**src/rtl/usr_seq_if.sv**
```systemverilog
// Command channel between a bus-side requester and the shift-register
// sequencer.
//   cmd_valid : command present (requester -> controller)
//   cmd_ready : controller can accept a command (controller -> requester)
//   cmd_op    : 00 NOP, 01 shift left, 10 shift right, 11 load then shift left
//   cmd_len   : requested number of shift cycles
//   cmd_data  : parallel word used by op 11
interface usr_seq_if #(
  parameter int WIDTH = 5,
  parameter int CNT_W = 3
) ();
  logic             cmd_valid;
  logic             cmd_ready;
  logic [1:0]       cmd_op;
  logic [CNT_W-1:0] cmd_len;
  logic [WIDTH-1:0] cmd_data;

  modport master (
    output cmd_valid, cmd_op, cmd_len, cmd_data,
    input  cmd_ready
  );

  modport slave (
    input  cmd_valid, cmd_op, cmd_len, cmd_data,
    output cmd_ready
  );
endinterface

```
**src/rtl/usr_seq_ctrl.sv**
```systemverilog
// Command sequencer for a WIDTH-bit universal shift register. Takes one
// command at a time over the cmd channel and drives the register's mode
// select and parallel-load word cycle by cycle.
//   clk       : rising-edge clock
//   rst       : asynchronous active-high reset
//   cmd       : command channel (slave side), see usr_seq_if
//   abort     : synchronous abort of the running command (LOAD/SHIFT only)
//   usr_sel   : datapath mode, 00 hold, 01 shl, 10 shr, 11 parallel load
//   usr_pi    : parallel-load word, meaningful only while usr_sel = 11
//   busy      : high in LOAD or SHIFT
//   remaining : shift cycles still to issue, counting the current one
//   done      : one-cycle pulse on normal completion
module usr_seq_ctrl #(
  parameter int WIDTH = 5,
  parameter int CNT_W = 3
) (
  input  logic             clk,
  input  logic             rst,
  usr_seq_if.slave         cmd,
  input  logic             abort,
  output logic [1:0]       usr_sel,
  output logic [WIDTH-1:0] usr_pi,
  output logic             busy,
  output logic [CNT_W-1:0] remaining,
  output logic             done
);

  typedef enum logic [1:0] {
    IDLE  = 2'd0,
    LOAD  = 2'd1,
    SHIFT = 2'd2,
    DONE  = 2'd3
  } state_t;

  localparam logic [CNT_W-1:0] LEN_MAX = CNT_W'(WIDTH);

  state_t           state, state_n;
  logic [1:0]       op_q, op_n;
  logic [CNT_W-1:0] cnt_q, cnt_n;
  logic [WIDTH-1:0] data_q, data_n;
  logic [CNT_W-1:0] len_eff;
  logic             ready;
  logic             accept;

  // Ready is masked by rst so the requester sees it low for the whole reset.
  assign ready         = (state == IDLE) && !rst;
  assign cmd.cmd_ready = ready;
  assign accept        = cmd.cmd_valid && ready;

  always_comb begin
    len_eff = cmd.cmd_len;
    if (cmd.cmd_len > LEN_MAX) len_eff = LEN_MAX;
  end

  always_ff @(posedge clk or posedge rst) begin
    if (rst) begin
      state  <= IDLE;
      op_q   <= '0;
      cnt_q  <= '0;
      data_q <= '0;
    end else begin
      state  <= state_n;
      op_q   <= op_n;
      cnt_q  <= cnt_n;
      data_q <= data_n;
    end
  end

  // Next state. cnt_q holds the count before the current cycle's shift, so
  // the SHIFT cycle that sees cnt_q == 1 is the last one.
  always_comb begin
    state_n = state;
    op_n    = op_q;
    cnt_n   = cnt_q;
    data_n  = data_q;
    unique case (state)
      IDLE: begin
        if (accept) begin
          op_n  = cmd.cmd_op;
          cnt_n = len_eff;
          if (cmd.cmd_op == 2'b11) begin
            data_n  = cmd.cmd_data;
            state_n = LOAD;
          end else if (cmd.cmd_op != 2'b00 && len_eff != '0) begin
            state_n = SHIFT;
          end else begin
            state_n = DONE;
          end
        end
      end
      LOAD: begin
        if (abort) begin
          state_n = IDLE;
          cnt_n   = '0;
        end else if (cnt_q != '0) begin
          state_n = SHIFT;
        end else begin
          state_n = DONE;
        end
      end
      SHIFT: begin
        cnt_n = cnt_q - 1'b1;
        if (abort) begin
          state_n = IDLE;
          cnt_n   = '0;
        end else if (cnt_q == CNT_W'(1)) begin
          state_n = DONE;
        end
      end
      DONE: begin
        state_n = IDLE;
        cnt_n   = '0;
      end
      default: begin
        state_n = IDLE;
        cnt_n   = '0;
      end
    endcase
  end

  // Outputs decoded from registered state only.
  always_comb begin
    usr_sel   = 2'b00;
    busy      = 1'b0;
    done      = 1'b0;
    remaining = '0;
    unique case (state)
      LOAD: begin
        usr_sel   = 2'b11;
        busy      = 1'b1;
        remaining = cnt_q;
      end
      SHIFT: begin
        usr_sel   = (op_q == 2'b10) ? 2'b10 : 2'b01;
        busy      = 1'b1;
        remaining = cnt_q;
      end
      DONE: begin
        done = 1'b1;
      end
      default: begin
        usr_sel = 2'b00;
      end
    endcase
  end

  assign usr_pi = data_q;

endmodule

```
**src/flat_wrapper.sv**
```systemverilog
// flat-port wrapper written by rule: the top's interface ports become plain ports
module usr_seq_ctrl_flat 
#(
  parameter int WIDTH = 5,
  parameter int CNT_W = 3
)
  (clk, rst, abort, usr_sel, usr_pi, busy, remaining, done, cmd_cmd_valid, cmd_cmd_op, cmd_cmd_len, cmd_cmd_data, cmd_cmd_ready);
  usr_seq_if #(.WIDTH(WIDTH), .CNT_W(CNT_W)) cmd_i ();
  input  logic clk;
  input  logic rst;
  input  logic abort;
  output logic [1:0] usr_sel;
  output logic [WIDTH-1:0] usr_pi;
  output logic busy;
  output logic [CNT_W-1:0] remaining;
  output logic done;
  input wire logic [$bits(cmd_i.cmd_valid)-1:0] cmd_cmd_valid;
  input wire logic [$bits(cmd_i.cmd_op)-1:0] cmd_cmd_op;
  input wire logic [$bits(cmd_i.cmd_len)-1:0] cmd_cmd_len;
  input wire logic [$bits(cmd_i.cmd_data)-1:0] cmd_cmd_data;
  output wire logic [$bits(cmd_i.cmd_ready)-1:0] cmd_cmd_ready;
  assign cmd_i.cmd_valid = cmd_cmd_valid;
  assign cmd_i.cmd_op = cmd_cmd_op;
  assign cmd_i.cmd_len = cmd_cmd_len;
  assign cmd_i.cmd_data = cmd_cmd_data;
  assign cmd_cmd_ready = cmd_i.cmd_ready;
  usr_seq_ctrl #(.WIDTH(WIDTH), .CNT_W(CNT_W)) u_core (.clk(clk), .rst(rst), .cmd(cmd_i), .abort(abort), .usr_sel(usr_sel), .usr_pi(usr_pi), .busy(busy), .remaining(remaining), .done(done));
endmodule
```
**config.mk**
```make
export PLATFORM = sky130hd
export DESIGN_NAME = usr_seq_ctrl_flat
export DESIGN_NICKNAME = d
export VERILOG_FILES = /design/src/rtl/usr_seq_if.sv /design/src/rtl/usr_seq_ctrl.sv /design/src/flat_wrapper.sv
export SDC_FILE = /design/constraint.sdc
export NUM_CORES = 1
export LEC_CHECK = 0
export BUFFER_PORTS_ARGS = -buffer_cell sky130_fd_sc_hd__buf_2
export CORE_MARGIN = 3
export CORE_UTILIZATION = 48
export DETAILED_ROUTE_END_ITERATION = 16
export GPL_TIMING_DRIVEN = 0
export MAX_ROUTING_LAYER = met4
export PLACE_DENSITY = 0.78
export REMOVE_ABC_BUFFERS = 1
export SYNTH_ARGS = -nofsm -noshare
export SYNTH_HDL_FRONTEND = slang
export SYNTH_SLANG_ARGS = --single-unit
```
**constraint.sdc**
```tcl
create_clock -name clk -period 2 [get_ports clk]
set_clock_uncertainty 0.15 [all_clocks]
set_input_delay 0.2 -clock clk [delete_from_list [all_inputs] [get_ports clk]]
set_output_delay 0.2 -clock clk [all_outputs]
set_load 0.03 [all_outputs]
```
* Yosys cells after proc, flatten, opt, wreduce, memory -nomap -nowiden
Index checks and enable logic that the tools add are counted.
** Storage, ports and cells
- Register bits :: 12
- Latch bits :: 0
- RAM bits :: 0
- Bits in read-only memories :: 0
- Input bits :: 14
- Output and inout bits :: 13
- Word-level logic and storage cells :: 46
- Memories :: 0
** Operators by class
- Add/sub/neg operators :: 1
- $mul :: 0
- Divide/modulo/power cells :: 0
- $lt $le $gt $ge :: 1
- Eq/ne operators :: 9
- Shifts and indexed selects :: 0
- Mux-type cells :: 18
- Bitwise operators :: 0
- Reduce and logical (&&, ||, !) cells :: 13
** Operator list (count)
- two-way mux 3 bit :: 5
- two-way mux 2 bit :: 6
- one-hot mux 3 bit (4 select lines) :: 1
- equality test 2 bit, second input constant :: 4
- one-hot mux 2 bit (4 select lines) :: 1
- AND reduction 2 bit :: 3
- nonzero test 3 bit :: 2
- two-way mux 1 bit :: 4
- one-hot mux 2 bit (2 select lines) :: 1
- equality test 3 x 1 -> 1 bit, second input constant :: 1
- greater-than comparator 3 bit, second input constant :: 1
- logical AND 1 bit :: 3
- != test 3 x 2 -> 1 bit, second input constant :: 1
- AND reduction 3 bit :: 1
- subtractor 3 x 1 -> 3 bit, second input constant :: 1
- equality test 2 x 1 -> 1 bit, second input constant :: 1
- zero test 2 bit :: 1
- != test 2 x 1 -> 1 bit, second input constant :: 1
- != test 2 bit, second input constant :: 1
- nonzero test 2 bit :: 1
- OR reduction 2 bit :: 1
- zero test 1 bit :: 1

* Logic depth before layout (Yosys ltp)
- Depth in word-level cells :: 8
- Gate-level depth with buffers :: 6
- Mapped depth without buffers :: 6

* Worst setup path after synthesis
OpenSTA, ideal clock, no wires.
- Path type :: register to output
- From :: register u_core.state[1]
- To :: output usr_sel[0]
- Arrival time :: 1.441 ns
- Data required time :: 1.650 ns
- Path slack :: 0.209 ns
- Cell stages (with the launch flop) :: 4
- Buffers on the path :: 0
- Path through :: dfrtp_1 inv_1 ha_1 nor2b_1
** Between the ends
- Word-level cells in the longest chain between the ends :: 2
- Elaborated cells between the ends (all ways) :: 3
- Classes of those cells :: 2 x eq/ne; 1 x mux
** Ends and longest elaborated chain
- start, declared :: line usr_seq_ctrl.sv:37 : state_t state, state_n;
- start signal, assigned :: line usr_seq_ctrl.sv:62 : state <= state_n;
- equality test 2 bit or equality test 2 x 1 -> 1 bit (tied branches) :: line usr_seq_ctrl.sv:127 : unique case (state)
- one-hot mux 2 bit (2 select lines) * :: line usr_seq_ctrl.sv:127
- end, declared :: line flat_wrapper.sv:12 : output logic [1:0] usr_sel;
Mark *: on every way between the ends. The rest lies on a longest branch, timed or not.

* Worst setup path in the final report
- From :: register u_core.state[0]
- To :: output usr_sel[1]
Same word-level chain as after synthesis.

==> reports/metrics.yaml <==
met3_usage_pct: 5.75
crit_required_ns: 1.65
ys_top_cells_by_area: "dfrtp_1 (37%), ha_1 (12%), mux2_4 (9.2%)"
cp-end-kind: "output port"
drt-wirelength-per-cell_um: 12.8
cts_tree: "done"
grt_max_degree: 13
place_area_sq_um: 965
holdPathStages: 2
clock-root-buffer: "clkbuf_4"
synth-edff-count: 0
grt-ovfl-total: 0
grt_setup_unrepaired: "no"
start_kind: "flip-flop"
hp-start: "cmd_cmd_data[4]"
report.final.slew_viol_count: 0
busiest_layer: "met2"
crit_fanout: 4
synth_flop_cell: "dfrtp_1"
row_count: 14
maxCapViolCount: 0
avgViaCountPerCell: 5.17
ys_top_cells_by_count: "dfrtp_1 (12), inv_1 (10), ha_1 (8)"
status: "completed"
place_congestion: 0.883
setup_viol: 0
core_area_sq_um: 1560
antenna_left: 0
synth.distinct_cells: 29
clkSlewWorstSetupHoldPaths_ns: 0.08
syn_area_sq_um: 815
yosysTopAreaCell: "dfrtp_1"
dr_total_vias: 651
grt_pass1_wl_um: 2640
drt_iter0_drc: 5
numCtsBuffers: 3
h-tree-depth: 1
hold_viol: 0
diodes: 0
worst_slack_ns: 0.160
leakage_nw: 0.556
worstSkewPairLatency_ns: 0.28
worst_pin_slew_ns: 0.445
min_path_type: "input port to flip-flop"
ys_ff_latch: 12
fmax_ghz: 0.544
rrSetupSlack_ns: 0.19
r2r-start: "u_core.state[0]"
period_share_pct: 92.0
synth_cells: 76
clkSinkCount: 12
synthArstFlopShare_pct: 100
ys.warnings.count: 0
firstDrtPassIters: 3
design_area_sq_um: 1040
grt_use_met2_pct: 27.4
dieHeight_um: 47.2
reg2reg_depth: 6
peakVddDrop_uv: 926
setup_tns_ns: 0
grt_usage_pct: 18.1
avgSynthCellArea_sq_um: 10.7
yosys.area.top_type_share_pct: 36.9
antenna_found_initial: 0
final_nets: 133
timing.rr.end: "u_core.usr_pi[4]"
critPathArrivalTime_ns: 1.49
place_worst_setup_slack_ns: 0.197
relSlewSlack_pct: 70.3
io_buffer_count: 26
dp_hpwl_um: 1290
grt_pass1_vias: 625
drc: 0
crit_type: "flip-flop to output port"
synth_most_common_cell: "dfrtp_1"
die_w_um: 47.2
area_growth_pct: 27.8
pwr_density_cell_nw_per_um2: 1670
synth_seq_area_share_pct: 36.9
min_to: "u_core.usr_pi[4]"
layout_min_cycle_time_ns: 1.84
cts_buffer_depth: 2
wirelength_um: 1620
io_pins: 27
start_util_pct: 52.2
drive_gt1_share_pct: 39.1
fp.dieArea_sq_um: 2230
grt_use_met1_pct: 21.2
[layout by cell type (no fill, tap or decap), types with 2 or more instances in the layout]
cell type,count
o21a_1,2
dfrtp_1,12
clkbuf_4,3
nor2_1,5
dlygate4sd3_1,4
inv_1,10
buf_2,26
mux2_1,2
ha_1,8
nor2b_1,2
a21oi_1,5
mux2_4,5
and2_1,3
nand2b_1,3
nand2_1,2
[registers in the layout, indices dropped and copies added, names as in the netlist]
register       flops
u_core.usr_pi      5
u_core.cnt_q       3
u_core.op_q        2
u_core.state       2
[repair_timing]
item / CTS / global route
buffers inserted: 0 / 0
hold buffers: 4 / 0
hold endpoints to repair: 15 / 0
gates resized for setup: 0 / 0
[metrics by stage]
stage	power [mW]	util [%]	hold slack, ns	cells
after detailed placement	1.55	61.9	0.0957	118
final	1.74	66.8	0.0131	126
after global placement	1.52	61.9	0.0862	118
after global routing	1.89	66.8	0.00227	126
after floorplan	1.29	-	-0.0853	76
after CTS	1.76	66.8	0.00283	126
[worst max-delay path, cell delays in order (launching register included)]
cell and delay (ns):
dfrtp_1 0.40, inv_1 0.13, ha_1 0.23, inv_1 0.05, nor2_1 0.10, o21a_1 0.11
buf_2 0.18
[final cells by class]
class / instances / area [sq um]
Fill cell: 131 / 518
Multi-Input combinational cell: 54 / 477
Sequential cell: 12 / 300
Timing Repair Buffer: 30 / 170
Inverter: 10 / 37.5
Clock buffer: 4 / 36.3
Tap cell: 16 / 20.0
[report_power, final]
group,internal [mW],switching (mW)
logic,0.427,0.679
clock network,0.111,0.0816
registers,0.360,0.0804
[per-layer routing]
metal  vias up  part of all wire, %
met5         -                    0
met4         0                  2.4
met3         4                  4.5
met2        13                   50
met1       305                   43
li1        329                    -
[logic make-up (layout without fill, tap and decap cells)]
family,Yosys count,in the layout,share of synthesized area (%)
AOI/OAI and AO/OA,17,17,16.3
buffers and inverters,10,44,4.61
adders and majority gates,8,8,12.3
and+or+nand+nor,21,21,16.9
DFF,12,12,36.9
xor gates and xnor gates,1,1,1.08
muxes,7,7,12.0
[worst max-delay path by stage]
stage          cells past startpoint                to            start
3_5_place_dp                       6  u_core.usr_pi[4]  u_core.state[0]
2_1_floorplan                      3        usr_sel[0]  u_core.state[1]
6_report                           6        usr_sel[1]  u_core.state[0]
4_1_cts                            6        usr_sel[1]  u_core.state[0]
5_1_grt                            6        usr_sel[1]  u_core.state[0]
3_3_place_gp                       6  u_core.usr_pi[3]  u_core.state[0]
No activity file was read; power rests on OpenSTA's default activity.
